--- src/rtl/word_loader.sv ---
// Splits a character stream into zero-terminated words and writes them to a word RAM.
// The image always ends in a double zero, or a single zero for empty input.
module word_loader #(
    parameter int unsigned ADDR_WIDTH = 4,
    parameter int unsigned DATA_WIDTH = 8,
    parameter logic [DATA_WIDTH-1:0] SEP_CHAR = DATA_WIDTH'(8'h20)
) (
    input  logic                  clk,
    input  logic                  rst_n,
    input  logic                  cs,
    input  logic                  in_valid,
    input  logic [DATA_WIDTH-1:0] in_data,
    input  logic                  in_last,
    output logic                  in_ready,
    output logic                  mem_we,
    output logic [ADDR_WIDTH-1:0] mem_addr,
    output logic [DATA_WIDTH-1:0] mem_din,
    output logic [ADDR_WIDTH-1:0] word_count,
    output logic                  overflow,
    output logic                  done
);

    localparam int unsigned DEPTH = 1 << ADDR_WIDTH;
    // Two slots are held back so a word terminator plus the final zero always fit.
    localparam logic [ADDR_WIDTH-1:0] PTR_LIMIT = ADDR_WIDTH'(DEPTH - 3);

    typedef enum logic [2:0] {
        IDLE   = 3'd0,
        LOAD   = 3'd1,
        DRAIN  = 3'd2,
        TERM_A = 3'd3,
        TERM_B = 3'd4,
        DONE   = 3'd5
    } state_t;

    state_t                state_q, state_d;
    logic [ADDR_WIDTH-1:0] ptr_q, ptr_d;
    logic [ADDR_WIDTH-1:0] wc_d;
    logic                  prev_sep_q, prev_sep_d;
    logic                  ovf_d, done_d, ready_d;
    logic                  we_d;
    logic [ADDR_WIDTH-1:0] addr_d;
    logic [DATA_WIDTH-1:0] din_d;
    logic                  accept;
    logic                  is_sep;

    assign accept = in_valid & in_ready;
    assign is_sep = (in_data == SEP_CHAR) || (in_data == '0);

    // State and registered outputs
    always_ff @(posedge clk or negedge rst_n) begin
        if (!rst_n) begin
            state_q    <= IDLE;
            ptr_q      <= '0;
            prev_sep_q <= 1'b1;
            word_count <= '0;
            overflow   <= 1'b0;
            done       <= 1'b0;
            in_ready   <= 1'b0;
            mem_we     <= 1'b0;
            mem_addr   <= '0;
            mem_din    <= '0;
        end else begin
            state_q    <= state_d;
            ptr_q      <= ptr_d;
            prev_sep_q <= prev_sep_d;
            word_count <= wc_d;
            overflow   <= ovf_d;
            done       <= done_d;
            in_ready   <= ready_d;
            mem_we     <= we_d;
            mem_addr   <= addr_d;
            mem_din    <= din_d;
        end
    end

    // Next state, pointer bookkeeping and next RAM write
    always_comb begin
        state_d    = state_q;
        ptr_d      = ptr_q;
        prev_sep_d = prev_sep_q;
        wc_d       = word_count;
        ovf_d      = overflow;
        done_d     = done;
        we_d       = 1'b0;
        addr_d     = mem_addr;
        din_d      = mem_din;

        case (state_q)
            IDLE: begin
                if (cs) begin
                    state_d    = LOAD;
                    ptr_d      = '0;
                    wc_d       = '0;
                    ovf_d      = 1'b0;
                    done_d     = 1'b0;
                    prev_sep_d = 1'b1;
                end
            end
            LOAD: begin
                if (accept) begin
                    if (is_sep) begin
                        if (!prev_sep_q) begin
                            we_d       = 1'b1;
                            addr_d     = ptr_q;
                            din_d      = '0;
                            ptr_d      = ptr_q + ADDR_WIDTH'(1);
                            wc_d       = word_count + ADDR_WIDTH'(1);
                            prev_sep_d = 1'b1;
                        end
                    end else if (ptr_q <= PTR_LIMIT) begin
                        we_d       = 1'b1;
                        addr_d     = ptr_q;
                        din_d      = in_data;
                        ptr_d      = ptr_q + ADDR_WIDTH'(1);
                        prev_sep_d = 1'b0;
                    end else begin
                        ovf_d   = 1'b1;
                        state_d = DRAIN;
                    end
                    if (in_last) begin
                        state_d = TERM_A;
                    end
                end
            end
            DRAIN: begin
                if (accept && in_last) begin
                    state_d = TERM_A;
                end
            end
            TERM_A: begin
                if (!prev_sep_q) begin
                    we_d   = 1'b1;
                    addr_d = ptr_q;
                    din_d  = '0;
                    ptr_d  = ptr_q + ADDR_WIDTH'(1);
                    wc_d   = word_count + ADDR_WIDTH'(1);
                end
                state_d = TERM_B;
            end
            TERM_B: begin
                we_d    = 1'b1;
                addr_d  = ptr_q;
                din_d   = '0;
                done_d  = 1'b1;
                state_d = DONE;
            end
            DONE: begin
                if (!cs) begin
                    state_d = IDLE;
                end
            end
            default: begin
                state_d = IDLE;
            end
        endcase

        ready_d = (state_d == LOAD) || (state_d == DRAIN);
    end

endmodule

--- config.mk ---
export PLATFORM = sky130hd
export DESIGN_NAME = word_loader
export DESIGN_NICKNAME = d
export VERILOG_FILES = /design/src/rtl/word_loader.sv
export SDC_FILE = /design/constraint.sdc
export NUM_CORES = 1
export LEC_CHECK = 0
export ABC_AREA = 1
export CAP_MARGIN = 25
export CORE_MARGIN = 5
export CORE_UTILIZATION = 57
export CTS_BUF_LIST = sky130_fd_sc_hd__clkbuf_4 sky130_fd_sc_hd__clkbuf_8
export CTS_CLUSTER_SIZE = 24
export DETAILED_ROUTE_END_ITERATION = 6
export PLACE_DENSITY = 0.95
export SLEW_MARGIN = 0
export SYNTH_ARGS = -nofsm -noshare
export SYNTH_HDL_FRONTEND = slang
export SYNTH_SLANG_ARGS = --single-unit
--- constraint.sdc ---
create_clock -name clk -period 3.9 [get_ports clk]
set_input_delay 0.39 -clock clk [delete_from_list [all_inputs] [get_ports clk]]
set_output_delay 0.39 -clock clk [all_outputs]
set_load 0.01 [all_outputs]
==> impl_metrics.py, run 1 <==
metrics = {
    "global_routing": {
        "grt_max_degree": 29,
        "grt_pass1_vias": 1562,
        "antenna_found_initial": 0,
        "overflow": 0,
        "grt_first_pass_wirelength_um": 6920,
        "grt_usage": 0.208,
    },
    "critical_path": {
        "reg2reg_from": "ptr_q[0]",
        "worst_r2r_endpoint": "mem_addr[2]",
        "crit_family": "simple AND/OR/NAND/NOR gates",
        "r2r_slack_ps": 1800,
        "startpoint": "ptr_q[0]",
        "cpPeakStageDelay_ps": 530,
        "slowest_stage": "dfrtp_1",
        "cp_max_fo": 14,
        "cp.required_ps": 4120,
        "cp.arrival_ps": 2320,
        "path_buf_inv": 2,
        "crit_chain": "inv_1 -> ha_1 -> nor3_2 -> nand2_1 -> nand2_1 -> nand2_2 -> o21ai_4 -> inv_1 -> o21ai_0 -> nand2_1",
        "worstSetupPathType": "register to register",
        "end_kind": "register",
        "cpMostUsedCell": "nand2_1",
        "r2r_cells": 10,
        "startpoint_type": "register",
    },
    "layout": {
        "syn2layout_area_growth_pct": 21.7,
        "mostFrequentLayoutCell": "nand2_1",
        "fillCellCount": 200,
        "layout.nets": 273,
        "diodes": 0,
        "final_cell_mix": "66 x nand2_1, 32 x clkdlybuf4s50_1, 27 x dfrtp_1, 24 x inv_1, 18 x o21ai_0",
        "final_area_sq_um": 2030,
        "drive_above_1_share": 0.0941,
        "final_util": 0.731,
    },
    "yosys": {
        "synthMuxAreaShare": 0,
        "syn-cell-area_sq_um": 1670,
        "synth_seq_cells": 28,
        "yosysWarnings": 0,
        "seq_area_frac_synth": 0.421,
        "synth-compound-area-share": 0.152,
        "synth_fp_nets": 240,
        "synth_top_family_by_area": "simple AND/OR/NAND/NOR gates",
        "synth_area_leaders": "dfrtp_1 40%, nand2_1 15%, o21ai_0 5.4%",
        "synthAdderAreaFrac": 0.0300,
        "yosys.area_share.simple": 0.286,
        "syn_inst": 223,
        "synth_top_cell_area_share": 0.405,
        "synth_area_leader_cell": "dfrtp_1",
        "synth_cell_types": 28,
        "synth.avg_cell_area_sq_um": 7.48,
        "synth_xor_area_frac": 0.0262,
    },
    "clock_tree": {
        "holdBufCountCts": 0,
        "worstSkewPairLatency_ps": 330,
        "ctsHtreeMaxLevel": 1,
        "post_cts_buffers": 0,
        "cts_tree": "built",
        "numCtsBuffers": 3,
        "cts_resized": 0,
        "clkTransAtPathRegs_ps": 140,
        "clkSinkCount": 28,
        "cts_buffer_depth": 2,
        "cts_root_buffer": "clkbuf_4",
    },
    "routing": {
        "drtPass1Iterations": 5,
        "vias_per_cell": 5.55,
        "routedWlPerCell_um": 14.0,
        "ant_nets": 0,
        "routed-wl-met2_um": 1940,
        "drt_iter0_markers": 82,
        "top_layer": "met4",
        "routed_wl_um": 3990,
        "vias": 1586,
        "drt-met1-wl_um": 1720,
        "drc": 0,
        "wl_met3_um": 231,
    },
    "placement": {
        "hpwl_um": 2950,
        "place_congestion": 0.858,
        "port-buffer-count": 32,
        "placedInstanceArea_sq_um": 2000,
    },
    "worst_hold_path": {
        "min_path_type": "input port to asynchronous set/reset pin",
    },
    "floorplanning": {
        "core_sq_um": 2780,
        "die_width_um": 64.1,
        "dieArea_sq_um": 4110,
        "ios": 33,
        "core.rowCount": 19,
        "initial_core_util": 0.600,
        "die_h_um": 64.1,
    },
    "flow_run": {
        "drv_cap": 0,
    },
    "power_and_ir_drop": {
        "ir_drop_uv": 474,
        "p_leak_nw": 1.03,
        "cellPowerDensity_nw_per_um2": 660,
    },
    "sta": {
        "max_clock_freq_ghz": 0.477,
        "hold_violations": 0,
        "finalMaxSlewViolations": 0,
        "finalSetupViolCount": 0,
        "min_period_over_period": 0.538,
        "worst_slew_pin_slew_ps": 498,
        "rsz0062_at_grt": "no",
        "max-slew-margin-rel": 0.667,
        "period_minus_slack_ps": 2100,
        "skew_ps": 7.16,
        "fin_setup_tns_ps": 0,
    },
    "run_status": {
        "status": "completed",
    },
}
-- state kept, by name (all words and copies together), names as in the netlist --
name        count
overflow        1
done            1
state_q         3
prev_sep_q      1
mem_din         8
word_count      4
mem_we          1
in_ready        1
mem_addr        4
ptr_q           4
-- report_power, final --
part	switching, mW	internal [mW]	leakage (nW)
Sequential	0.0897	0.387	0.373
Combinational	0.445	0.290	0.641
Clock	0.0814	0.0470	0.0184
Total	0.617	0.724	1.03
-- through the flow --
| stage | instances | power [mW] | hold WS (ps) | worst slack [ps] |
|---|---|---|---|---|
| 6_report | 286 | 1.34 | 418 | 1800 |
| 2_1_floorplan | 223 | 0.958 | 94.4 | 2330 |
| 5_1_grt | 286 | 1.46 | 441 | 1640 |
| 4_1_cts | 286 | 1.34 | 431 | 1840 |
| 3_3_place_gp | 282 | 1.17 | 466 | 1690 |
| 3_5_place_dp | 282 | 1.20 | 470 | 1560 |
-- final cells by class --
type | instances | area [sq um] | area share
Timing Repair Buffer | 33 | 328 | 0.161
Multi-Input combinational cell | 161 | 825 | 0.406
Inverter | 29 | 109 | 0.0536
Sequential cell | 28 | 702 | 0.345
Clock buffer | 4 | 30.0 | 0.0148
Tap cell | 31 | 38.8 | 0.0191
-- worst max path at each step --
| stage | to | slack (ps) | cells after the start |
|---|---|---|---|
| 2_1_floorplan | mem_din[0] | 2330 | 10 |
| 3_3_place_gp | mem_addr[2] | 1690 | 12 |
| 3_5_place_dp | mem_addr[2] | 1560 | 12 |
| 4_1_cts | mem_addr[2] | 1840 | 10 |
| 5_1_grt | mem_addr[2] | 1640 | 10 |
| 6_report | mem_addr[2] | 1800 | 10 |
-- logic make-up (layout without fill, tap and decap cells) --
group / count (synthesis) / count (layout)
buf+inv: 34 / 66
fa+ha+maj: 4 / 4
xor+xnor: 5 / 5
simple gates: 109 / 109
flops: 28 / 28
compound gates: 43 / 43
-- routing by layer --
layer  track usage  up-vias
met3        0.0385       15
met4        0.0891        0
met2         0.353       61
met1         0.256      735
met5             0        -
li1              -      775
-- synth_stat cells (all sizes together) --
| library cell | number |
|---|---|
| nand2 | 70 |
| o21ai | 31 |
| inv | 29 |
| dfrtp | 27 |
| nor2 | 21 |
| nand3 | 15 |
| a21oi | 5 |
| buf | 5 |
| o22ai | 5 |
| ha | 4 |
| xor2 | 3 |
| a211oi | 2 |
| nor3 | 2 |
| xnor2 | 2 |
| dfstp | 1 |
| or2 | 1 |
No activity file was read; power rests on OpenSTA's default activity.
==> run 2: changes to the inputs <==
- CORE_UTILIZATION: 57 -> 48
- PLACE_DENSITY: 0.95 -> 0.87
- clock period: 3.9 -> 1.8 ns (I/O delays scaled with it)
==> impl_metrics.py, run 2 (synthesized netlist as in run 1, its figures left out) <==
metrics = {
    "critical_path": {
        "end_kind": "register",
        "startpoint_type": "register",
        "crit_family": "flip-flops",
        "worstSetupPathType": "register to register",
        "crit_chain": "inv_1 -> o21ai_0 -> nor2_1 -> a21oi_1 -> nor2_1 -> o21ai_0 -> nand2_1",
        "startpoint": "prev_sep_q",
        "path_depth": 7,
        "cp.arrival_ps": 1940,
        "r2r_slack_ps": 90,
        "slowest_stage": "dfstp_2",
        "crit_path_end": "mem_addr[2]",
        "path_buf_inv": 1,
        "cpPeakStageDelay_ps": 620,
        "cp.required_ps": 2030,
        "cp_max_fo": 12,
        "worst_r2r_endpoint": "mem_addr[2]",
        "reg2reg_from": "prev_sep_q",
        "r2r_cells": 7,
    },
    "power_and_ir_drop": {
        "switching_share": 0.441,
        "comb_power_share": 0.582,
        "cellPowerDensity_nw_per_um2": 1450,
        "p_leak_nw": 1.11,
        "pwr-share-seq": 0.318,
        "pwr-share-clk": 0.101,
        "p_sw_mw": 1.40,
        "ir_drop_uv": 716,
        "p_int_mw": 1.77,
    },
    "floorplanning": {
        "initial_core_util": 0.496,
        "core.rowCount": 21,
        "core_sq_um": 3360,
        "dieArea_sq_um": 4760,
        "die_width_um": 69.0,
        "die_h_um": 69.0,
        "ios": 33,
    },
    "sta": {
        "max_clock_freq_ghz": 0.585,
        "skew_ps": 13.1,
        "finalSetupViolCount": 0,
        "finalMaxSlewViolations": 0,
        "max-slew-margin-rel": 0.719,
        "min_period_over_period": 0.950,
        "hold_violations": 0,
        "finalWorstSetupSlack_ps": 89.6,
        "period_minus_slack_ps": 1710,
        "worst_slew_pin_slew_ps": 422,
    },
    "global_routing": {
        "grt_first_pass_wirelength_um": 6780,
        "busiest_layer": "met2",
        "grt_pass1_vias": 1536,
        "use_met1": 0.248,
        "gr-usage-met2": 0.315,
        "grt_use_met3": 0.0340,
        "grt_usage": 0.186,
        "grt_max_degree": 29,
        "antenna_found_initial": 0,
        "overflow": 0,
    },
    "layout": {
        "drive_above_1_share": 0.163,
        "instances_no_fill": 316,
        "largest-register": "mem_din",
        "layout.nets": 288,
        "fillCellCount": 312,
        "regArea_sq_um": 703,
        "final_area_sq_um": 2190,
        "mostFrequentLayoutCell": "nand2_1",
        "largest_reg_flops": 8,
        "diodes": 0,
        "multi_input_area_sq_um": 840,
        "syn2layout_area_growth_pct": 31.0,
        "final_cell_mix": "64 x nand2_1, 32 x clkdlybuf4s50_1, 26 x dfrtp_1, 24 x inv_1",
    },
    "clock_tree": {
        "clkTransAtPathRegs_ps": 160,
        "clkSinkCount": 28,
        "cts_tree": "built",
        "worstSkewPairLatency_ps": 340,
        "numCtsBuffers": 3,
        "cts_buffer_depth": 2,
        "cts_root_buffer": "clkbuf_4",
        "ctsHtreeMaxLevel": 1,
        "holdBufCountCts": 0,
    },
    "placement": {
        "placedCellCount": 308,
        "dp_slack_ps": -13.0,
        "port-buffer-count": 32,
        "placedInstanceArea_sq_um": 2100,
        "place_congestion": 0.802,
        "hpwl_um": 2990,
    },
    "run_status": {
        "status": "completed",
    },
    "routing": {
        "drc": 0,
        "drtPass1Iterations": 4,
        "vias": 1608,
        "routedWlPerCell_um": 13.1,
        "vias_per_cell": 5.09,
        "ant_nets": 0,
        "drt_iter0_markers": 52,
        "routed_wl_um": 4130,
    },
    "worst_hold_path": {
        "min_path_type": "input port to asynchronous set/reset pin",
    },
    "flow_run": {
        "drv_cap": 0,
    },
}
[run 2: cell types whose count changed in the layout (fill, tap and decap cells not counted), sizes merged]
cell  before  now
buf        1   16
[run 2: per-stage QoR]
step	TNS, ps	utilization	hold slack (ps)	total power, mW
floorplan	0	-	-116	2.07
global placement	0	0.625	470	2.67
detailed placement	-13.0	0.625	470	2.73
CTS	0	0.636	215	3.06
global route	-43.5	0.650	219	3.41
finish	0	0.650	200	3.17
[run 2: layer usage]
metal	vias up	wire length [um]
met5	-	0
met4	0	25
met3	4	225
met2	59	2020
met1	744	1860
li1	801	-
[run 2: power groups by stage]
| stage | Sequential (mW) | Clock [mW] | Combinational (mW) |
|---|---|---|---|
| after floorplan | 1.06 | 0 | 1.01 |
| after global placement | 1.01 | 0 | 1.67 |
| after detailed placement | 1.01 | 0 | 1.72 |
| after CTS | 1.00 | 0.325 | 1.73 |
| after global routing | 1.03 | 0.349 | 2.03 |
| final | 1.01 | 0.319 | 1.84 |
[run 2: worst min path at each step]
stage                                to  slack [ps]  cells past startpoint
after floorplan                    done        -120                      0
after global placement       mem_din[4]         470                      2
after detailed placement     mem_din[1]         470                      2
after CTS                      ptr_q[3]         220                      2
after global routing           ptr_q[3]         220                      2
final                     word_count[3]         200                      2
[run 2: worst reg2reg max path: stages, from the launching register on]
cell and delay, ps:
dfstp_2 620, inv_1 210, o21ai_0 310, nor2_1 80, a21oi_1 120, nor2_1 50
o21ai_0 140, nand2_1 70
[run 2: what timing repair did]
item,4_1_cts,5_1_grt
setup endpoints to repair,0,14
resized for setup,0,6
setup buffers,0,4
[run 2: area by class of cell]
class                      count  share of cell area
tap                           46              0.0263
sequential                    28               0.322
clock buffer                   4              0.0166
timing repair buffer          48               0.201
multi-input combinational    161               0.384
inverter                      29              0.0498
